==> src/rtl/alu_share_arb_if.sv <==
// alu_share_arb_if: bundles the two-requester request/response handshakes
// and the operand/result wires to the shared combinational ALU.
//
// Handshake rule (both request and response channels): a transfer happens
// on a rising clock edge where valid and ready for the same requester bit
// are both high. Valid may drop without a transfer (a withdrawn request is
// never executed). The arbiter's ready may depend combinationally on valid.
//
// slave  : the arbiter's view (requests in, responses and ALU operands out).
// master : the requesters' and ALU's view.
interface alu_share_arb_if #(
  parameter int XLEN = 32,
  parameter int CW   = 5
);

  logic [1:0]              req_valid;
  logic [1:0]              req_ready;
  logic [1:0][XLEN-1:0]    req_a;
  logic [1:0][XLEN-1:0]    req_b;
  logic [1:0][CW-1:0]      req_ctrl;

  logic [1:0]              rsp_valid;
  logic [1:0]              rsp_ready;
  logic [XLEN-1:0]         rsp_result;
  logic [3:0]              rsp_flags;
  logic                    rsp_err;

  logic [XLEN-1:0]         alu_a;
  logic [XLEN-1:0]         alu_b;
  logic [CW-1:0]           alu_ctrl;
  logic [XLEN-1:0]         alu_result;
  logic [3:0]              alu_flags;

  modport slave (
    input  req_valid, req_a, req_b, req_ctrl, rsp_ready, alu_result, alu_flags,
    output req_ready, rsp_valid, rsp_result, rsp_flags, rsp_err,
           alu_a, alu_b, alu_ctrl
  );

  modport master (
    output req_valid, req_a, req_b, req_ctrl, rsp_ready, alu_result, alu_flags,
    input  req_ready, rsp_valid, rsp_result, rsp_flags, rsp_err,
           alu_a, alu_b, alu_ctrl
  );

endinterface

==> src/rtl/alu_share_arb.sv <==
// alu_share_arb: round-robin arbiter/sequencer sharing one combinational
// RV32I ALU between two requesters.
//
// Flow: IDLE --accept--> EXEC (ALU driven from operand registers for one
// cycle, result captured) --> RESP (result held until the owner's
// rsp_ready). A new request may be accepted in the same cycle the response
// completes, giving one operation every two cycles when streaming.
//
// Optional feature macro: ALU_ARB_CTRL_CHECK_EN
//   defined   : control codes above 9 are flagged at accept; the ALU is
//               driven with code 0, the response carries result 0, flags 0
//               and rsp_err = 1.
//   undefined : codes pass through unchanged and rsp_err is tied to 0.
//
// dbg_state exposes the FSM state (IDLE = 0, EXEC = 1, RESP = 2).
module alu_share_arb #(
  parameter int XLEN = 32,
  parameter int CW   = 5
) (
  input  logic                  clk,
  input  logic                  rst_n,
  alu_share_arb_if.slave        bus,
  output logic [1:0]            dbg_state
);

  typedef enum logic [1:0] {
    IDLE = 2'd0,
    EXEC = 2'd1,
    RESP = 2'd2
  } state_t;

  state_t          state;
  state_t          state_nxt;

  logic [XLEN-1:0] op_a;
  logic [XLEN-1:0] op_b;
  logic [CW-1:0]   op_ctrl;
  logic            op_id;
  logic            last_grant;
  logic [XLEN-1:0] res;
  logic [3:0]      flg;

  logic            any_req;
  logic            win_id;
  logic            rsp_fire;
  logic            accept_open;
  logic            accept;
  logic [XLEN-1:0] sel_a;
  logic [XLEN-1:0] sel_b;
  logic [CW-1:0]   sel_ctrl;

`ifdef ALU_ARB_CTRL_CHECK_EN
  // Highest legal control code (sltu); anything above is rejected.
  localparam logic [CW-1:0] CTRL_MAX = CW'(9);

  logic            err;
  logic            ctrl_bad;

  assign ctrl_bad = (sel_ctrl > CTRL_MAX);
`endif

  // Round-robin pick: a lone requester wins; on a tie the one that did not
  // win last time gets the grant.
  always_comb begin
    any_req = |bus.req_valid;
    win_id  = 1'b0;
    case (bus.req_valid)
      2'b01:   win_id = 1'b0;
      2'b10:   win_id = 1'b1;
      2'b11:   win_id = ~last_grant;
      default: win_id = 1'b0;
    endcase
  end

  assign sel_a    = bus.req_a[win_id];
  assign sel_b    = bus.req_b[win_id];
  assign sel_ctrl = bus.req_ctrl[win_id];

  // The response completes only on the owner's ready; the other bit is
  // ignored. The accept window opens in IDLE or when the response retires.
  assign rsp_fire    = (state == RESP) & bus.rsp_ready[op_id];
  assign accept_open = rst_n & ((state == IDLE) | rsp_fire);

  // Grant decode: at most one ready bit, only toward the current winner.
  always_comb begin
    bus.req_ready = 2'b00;
    if (accept_open && any_req) begin
      bus.req_ready[win_id] = 1'b1;
    end
  end

  assign accept = |(bus.req_valid & bus.req_ready);

  // FSM state register.
  always_ff @(posedge clk or negedge rst_n) begin
    if (!rst_n) begin
      state <= IDLE;
    end else begin
      state <= state_nxt;
    end
  end

  // FSM next-state: EXEC is always a single cycle; RESP waits for the
  // owner's ready and may chain straight into the next operation.
  always_comb begin
    state_nxt = state;
    case (state)
      IDLE: begin
        if (accept) state_nxt = EXEC;
      end
      EXEC: begin
        state_nxt = RESP;
      end
      RESP: begin
        if (rsp_fire) state_nxt = accept ? EXEC : IDLE;
      end
      default: begin
        state_nxt = IDLE;
      end
    endcase
  end

  // Operand latch at accept, result/flag capture at the end of EXEC.
  always_ff @(posedge clk or negedge rst_n) begin
    if (!rst_n) begin
      op_a       <= '0;
      op_b       <= '0;
      op_ctrl    <= '0;
      op_id      <= 1'b0;
      last_grant <= 1'b1;
      res        <= '0;
      flg        <= '0;
`ifdef ALU_ARB_CTRL_CHECK_EN
      err        <= 1'b0;
`endif
    end else begin
      if (accept) begin
        op_a       <= sel_a;
        op_b       <= sel_b;
        op_id      <= win_id;
        last_grant <= win_id;
`ifdef ALU_ARB_CTRL_CHECK_EN
        op_ctrl    <= ctrl_bad ? '0 : sel_ctrl;
        err        <= ctrl_bad;
`else
        op_ctrl    <= sel_ctrl;
`endif
      end
      if (state == EXEC) begin
`ifdef ALU_ARB_CTRL_CHECK_EN
        res <= err ? '0 : bus.alu_result;
        flg <= err ? '0 : bus.alu_flags;
`else
        res <= bus.alu_result;
        flg <= bus.alu_flags;
`endif
      end
    end
  end

  // The shared ALU always sees the operand registers, so its inputs only
  // change on an accept edge.
  assign bus.alu_a    = op_a;
  assign bus.alu_b    = op_b;
  assign bus.alu_ctrl = op_ctrl;

  // Response routing: one valid bit toward the owner; data on shared bus.
  assign bus.rsp_valid  = (state == RESP) ? (op_id ? 2'b10 : 2'b01) : 2'b00;
  assign bus.rsp_result = res;
  assign bus.rsp_flags  = flg;
`ifdef ALU_ARB_CTRL_CHECK_EN
  assign bus.rsp_err    = err;
`else
  assign bus.rsp_err    = 1'b0;
`endif

  assign dbg_state = state;

  // Structural invariants of the sequencer.
  a_ready_onehot: assert property (@(posedge clk) disable iff (!rst_n)
    $onehot0(bus.req_ready));

  a_exec_one_cycle: assert property (@(posedge clk) disable iff (!rst_n)
    (state == EXEC) |=> (state == RESP));

  a_exec_no_grant: assert property (@(posedge clk) disable iff (!rst_n)
    (state == EXEC) |-> (bus.req_ready == 2'b00));

  a_resp_hold: assert property (@(posedge clk) disable iff (!rst_n)
    (state == RESP && !rsp_fire) |=>
      (state == RESP && $stable(bus.rsp_result) && $stable(bus.rsp_flags)
       && $stable(bus.rsp_valid) && $stable(bus.rsp_err)));

endmodule

==> src/flat_wrapper.sv <==
// flat-port wrapper written by rule: the top's interface ports become plain ports
module alu_share_arb_flat 
#(
  parameter int XLEN = 32,
  parameter int CW   = 5
)
  (clk, rst_n, dbg_state, bus_req_valid, bus_req_a, bus_req_b, bus_req_ctrl, bus_rsp_ready, bus_alu_result, bus_alu_flags, bus_req_ready, bus_rsp_valid, bus_rsp_result, bus_rsp_flags, bus_rsp_err, bus_alu_a, bus_alu_b, bus_alu_ctrl);
  alu_share_arb_if #(.XLEN(XLEN), .CW(CW)) bus_i ();
  input  logic clk;
  input  logic rst_n;
  output logic [1:0] dbg_state;
  input wire logic [$bits(bus_i.req_valid)-1:0] bus_req_valid;
  input wire logic [$bits(bus_i.req_a)-1:0] bus_req_a;
  input wire logic [$bits(bus_i.req_b)-1:0] bus_req_b;
  input wire logic [$bits(bus_i.req_ctrl)-1:0] bus_req_ctrl;
  input wire logic [$bits(bus_i.rsp_ready)-1:0] bus_rsp_ready;
  input wire logic [$bits(bus_i.alu_result)-1:0] bus_alu_result;
  input wire logic [$bits(bus_i.alu_flags)-1:0] bus_alu_flags;
  output wire logic [$bits(bus_i.req_ready)-1:0] bus_req_ready;
  output wire logic [$bits(bus_i.rsp_valid)-1:0] bus_rsp_valid;
  output wire logic [$bits(bus_i.rsp_result)-1:0] bus_rsp_result;
  output wire logic [$bits(bus_i.rsp_flags)-1:0] bus_rsp_flags;
  output wire logic [$bits(bus_i.rsp_err)-1:0] bus_rsp_err;
  output wire logic [$bits(bus_i.alu_a)-1:0] bus_alu_a;
  output wire logic [$bits(bus_i.alu_b)-1:0] bus_alu_b;
  output wire logic [$bits(bus_i.alu_ctrl)-1:0] bus_alu_ctrl;
  assign bus_i.req_valid = bus_req_valid;
  assign bus_i.req_a = bus_req_a;
  assign bus_i.req_b = bus_req_b;
  assign bus_i.req_ctrl = bus_req_ctrl;
  assign bus_i.rsp_ready = bus_rsp_ready;
  assign bus_i.alu_result = bus_alu_result;
  assign bus_i.alu_flags = bus_alu_flags;
  assign bus_req_ready = bus_i.req_ready;
  assign bus_rsp_valid = bus_i.rsp_valid;
  assign bus_rsp_result = bus_i.rsp_result;
  assign bus_rsp_flags = bus_i.rsp_flags;
  assign bus_rsp_err = bus_i.rsp_err;
  assign bus_alu_a = bus_i.alu_a;
  assign bus_alu_b = bus_i.alu_b;
  assign bus_alu_ctrl = bus_i.alu_ctrl;
  alu_share_arb #(.XLEN(XLEN), .CW(CW)) u_core (.clk(clk), .rst_n(rst_n), .bus(bus_i), .dbg_state(dbg_state));
endmodule
==> config.mk <==
export PLATFORM = sky130hd
export DESIGN_NAME = alu_share_arb_flat
export DESIGN_NICKNAME = d
export VERILOG_FILES = /design/src/rtl/alu_share_arb_if.sv /design/src/rtl/alu_share_arb.sv /design/src/flat_wrapper.sv
export SDC_FILE = /design/constraint.sdc
export NUM_CORES = 1
export LEC_CHECK = 0
export BUFFER_PORTS_ARGS = -buffer_cell sky130_fd_sc_hd__clkbuf_2
export CORE_UTILIZATION = 40
export DETAILED_ROUTE_END_ITERATION = 10
export GPL_ROUTABILITY_DRIVEN = 0
export GPL_TIMING_DRIVEN = 0
export PLACE_DENSITY_LB_ADDON = 0.08
export SLEW_MARGIN = 10
export SYNTH_ARGS = -nofsm -noshare
export SYNTH_HDL_FRONTEND = slang
export SYNTH_SLANG_ARGS = --single-unit
==> constraint.sdc <==
create_clock -name clk -period 1.8 [get_ports clk]
set_input_delay 0.36 -clock clk [delete_from_list [all_inputs] [get_ports clk]]
set_output_delay 0.36 -clock clk [all_outputs]
set_load 0.01 [all_outputs]
==> out/results.tsv <==
stage	metric	value	unit
status	status	finished with violations	
status	violations	setup timing	
worst_setup_path	crit_fanout	4	
sta	slew_viol_final	0	
clocking	cts_tree	yes	
clocking	cts_made_buffers	9	
die	die_h	113	um
layout	area_growth	56.0	%
sta	slew-limit-headroom	0.560	
logic_synthesis	syn_area	4940	um2
sta	holdWs	0.0266	ns
sta	fmax	472	MHz
sta	worst_slack	-0.317	ns
logic_synthesis	synth_top_area_share	0.547	
die	die-area	12800	um2
layout	drive_gt1_frac	0.812	
power	ir_worst_vdd	0.807	mV
sta	period_needed	2.12	ns
logic_synthesis	synthCells	321	
drt	dr.pass1.iters	4	
worst_setup_path	arrival	1.76	ns
worst_setup_path	cp-start-kind	register	
logic_synthesis	synth_fp_nets	501	
power	cellPowerDensity	1470	nW/um2
logic_synthesis	synth_cell_type_count	20	
layout	insertedDiodeCount	0	
logic_synthesis	yosysWarnings	0	
global_routing	first_global_vias	4058	
drt	ant_nets	0	
worst_setup_path	end_kind	output port	
logic_synthesis	yosysTopAreaCell	dfrtp_1	
logic_synthesis	yosys_register_bits	109	
clocking	cts_root_buf	clkbuf_16	
global_routing	grt_pass1_wl	20700	um
logic_synthesis	postSynthAreaPerCell	15.4	um2
worst_setup_path	cp.required	1.44	ns
die	pin_count	292	
placement	detailed_place_hpwl	9600	um
worst_setup_path	rr_endpoint	u_core.bus.alu_a[6]$_DFFE_PN0P_	
worst_hold_path	hold_path_class	in2async	
worst_setup_path	crit_type	reg2out	
clocking	cts_buffer_depth	2	
clocking	cts_htree_levels	3	
worst_setup_path	r2r_start	u_core.op_id$_DFFE_PN0P_	
clocking	numClockSinks	109	
drt	drc_errors	0	
clocking	clock_insertion_delay_worst_skew	0.34	ns
layout	fin_area	7700	um2
die	rows	40	
sta	setup_violations	56	
global_routing	grt_max_degree	62	
sta	fin_crit_sh	1.18	
clocking	path_clk_slew	0.07	ns
layout	n_fill_cell	967	
flow_run	drv_cap	0	
global_routing	antenna_found_initial	0	
drt	via_count	3826	
sta	worst_pin_slew	0.658	ns
worst_setup_path	reg2reg_depth	8	
sta	rsz0062_at_grt	yes	
placement	dpl-instance-area	6620	um2
global_routing	grt-ovfl-total	0	
sta	fin_tns_setup	-10.44	ns
power	leakagePower	3.94	nW
die	core_area	12000	um2
sta	finClkSkew	0.00431	ns
layout	fin_nets	828	
worst_setup_path	rrSetupSlack	-0.22	ns
die	die_w	113	um
global_routing	grtUsageTotal	0.212	
placement	portBuffers	290	
drt	drtIter0Drc	86	
die	initial_utilization	0.411	
drt	wire_per_inst	16.7	um
drt	routed_wirelength	13400	um
logic_synthesis	ys_seq_area_frac	0.552	
logic_synthesis	synth.area.top_cells	dfrtp_1 55%, mux2_2 28%, mux2_1 12%, buf_6 1.4%, clkbuf_1 0.53%	
sta	finalHoldViolations	0	
drt	viasPerCell	4.78	
per-stage QoR:
| step | power, mW | setup slack, ns | cells | util |
|---|---|---|---|---|
| after detailed placement | 8.23 | -0.474 | 759 | 0.551 |
| after global placement | 8.09 | -2.22 | 758 | 0.548 |
| after CTS | 11.5 | -0.441 | 801 | 0.638 |
| after floorplan | 6.33 | -0.0183 | 321 | - |
| final | 11.4 | -0.317 | 800 | 0.641 |
| after global routing | 12.0 | -0.405 | 800 | 0.641 |
cells in the final DEF, fill, tap and decap left out, types with 2 or more instances in the layout:
master / count
clkbuf_8: 4
nand2b_1: 2
inv_1: 2
clkbuf_2: 291
buf_8: 4
mux2_1: 3
buf_16: 8
clkbuf_16: 9
buf_12: 9
mux2_2: 113
buf_2: 4
clkinv_4: 2
dfrtp_1: 108
nor2_1: 3
buf_6: 6
bufinv_16: 2
buf_4: 11
mux2_4: 60
power breakdown:
part | switching (mW) | leakage (nW) | total (mW) | internal (mW)
sequential | 0.633 | 1.27 | 4.24 | 3.61
clock | 0.890 | 0.166 | 2.19 | 1.30
combinational | 2.05 | 2.50 | 4.92 | 2.87
total | 3.58 | 3.94 | 11.4 | 7.78
cell families (layout without fill, tap and decap cells):
group,count (synthesis),after routing,synth area share
multiplexers,177,177,0.403
flip-flops,109,109,0.552
buffers and inverters,23,355,0.0294
AND/OR/NAND/NOR,9,9,0.00963
AO/OA/AOI/OAI,2,2,0.00456
other,1,1,0.000759
metal layers:
layer / global-route usage / vias up / wire length, um
li1: - / 1799 / -
met5: 0 / - / 0
met4: 0.100 / 0 / 370
met1: 0.239 / 1816 / 5330
met3: 0.0595 / 25 / 1020
met2: 0.371 / 186 / 6640
cells in the mapped netlist:
cell       count
mux2_1        51
buf_1          1
nor2_1         3
a21boi_0       1
buf_2          5
mux2i_1        1
and2_1         1
dfrtp_1      108
a2111oi_2      1
nor2b_1        1
nand3b_1       1
buf_4          2
mux2_2       125
inv_1          2
buf_6          6
dfstp_2        1
clkbuf_1       7
nand2_1        1
nand2b_1       2
conb_1         1
flip-flops by register name, summed over array words and instances (netlist names):
| register | flops |
|---|---|
| u_core.op_id | 1 |
| u_core.dbg_state | 2 |
| u_core.bus.alu_ctrl | 5 |
| u_core.bus.rsp_flags | 4 |
| u_core.bus.rsp_result | 32 |
| u_core.last_grant | 1 |
| u_core.bus.alu_b | 32 |
| u_core.bus.alu_a | 32 |
final cells by class:
type | instances | area [um2] | share of cell area
flip-flops and latches | 109 | 2730 | 0.354
multi-input cells | 189 | 2320 | 0.301
repair buffers | 317 | 1940 | 0.251
clock buffers | 11 | 253 | 0.0328
plain buffers | 20 | 195 | 0.0253
well taps | 147 | 184 | 0.0239
clock inverters | 5 | 82.6 | 0.0107
inverters | 2 | 7.51 | 0.000974
critical path, cell delays in order, from the launching register on:
cell and delay [ns]:
dfrtp_1 0.40, mux2i_2 0.19, a2111oi_4 0.32, buf_4 0.18, buf_8 0.10, nor2b_4 0.13, buf_6 0.10
worst max-delay path by stage:
stage,from,endpoint,depth (start not counted)
5_1_grt,u_core.op_id$_DFFE_PN0P_,bus_req_ready[0],6
3_5_place_dp,bus_req_valid[1],u_core.bus.alu_a[16]$_DFFE_PN0P_,6
2_1_floorplan,bus_req_valid[1],u_core.bus.alu_b[25]$_DFFE_PN0P_,5
4_1_cts,u_core.op_id$_DFFE_PN0P_,bus_req_ready[0],6
6_report,u_core.op_id$_DFFE_PN0P_,bus_req_ready[0],6
3_3_place_gp,rst_n,bus_req_ready[0],7
repair_timing:
item                                    4_1_cts  5_1_grt
buffers inserted                             20        1
endpoints found under the setup margin       68      102
pin swaps                                     1        1
hold endpoints to repair                     48       38
resized for setup                            94       11
gates cloned                                  6        0
Power figures use the tool's default switching activity.
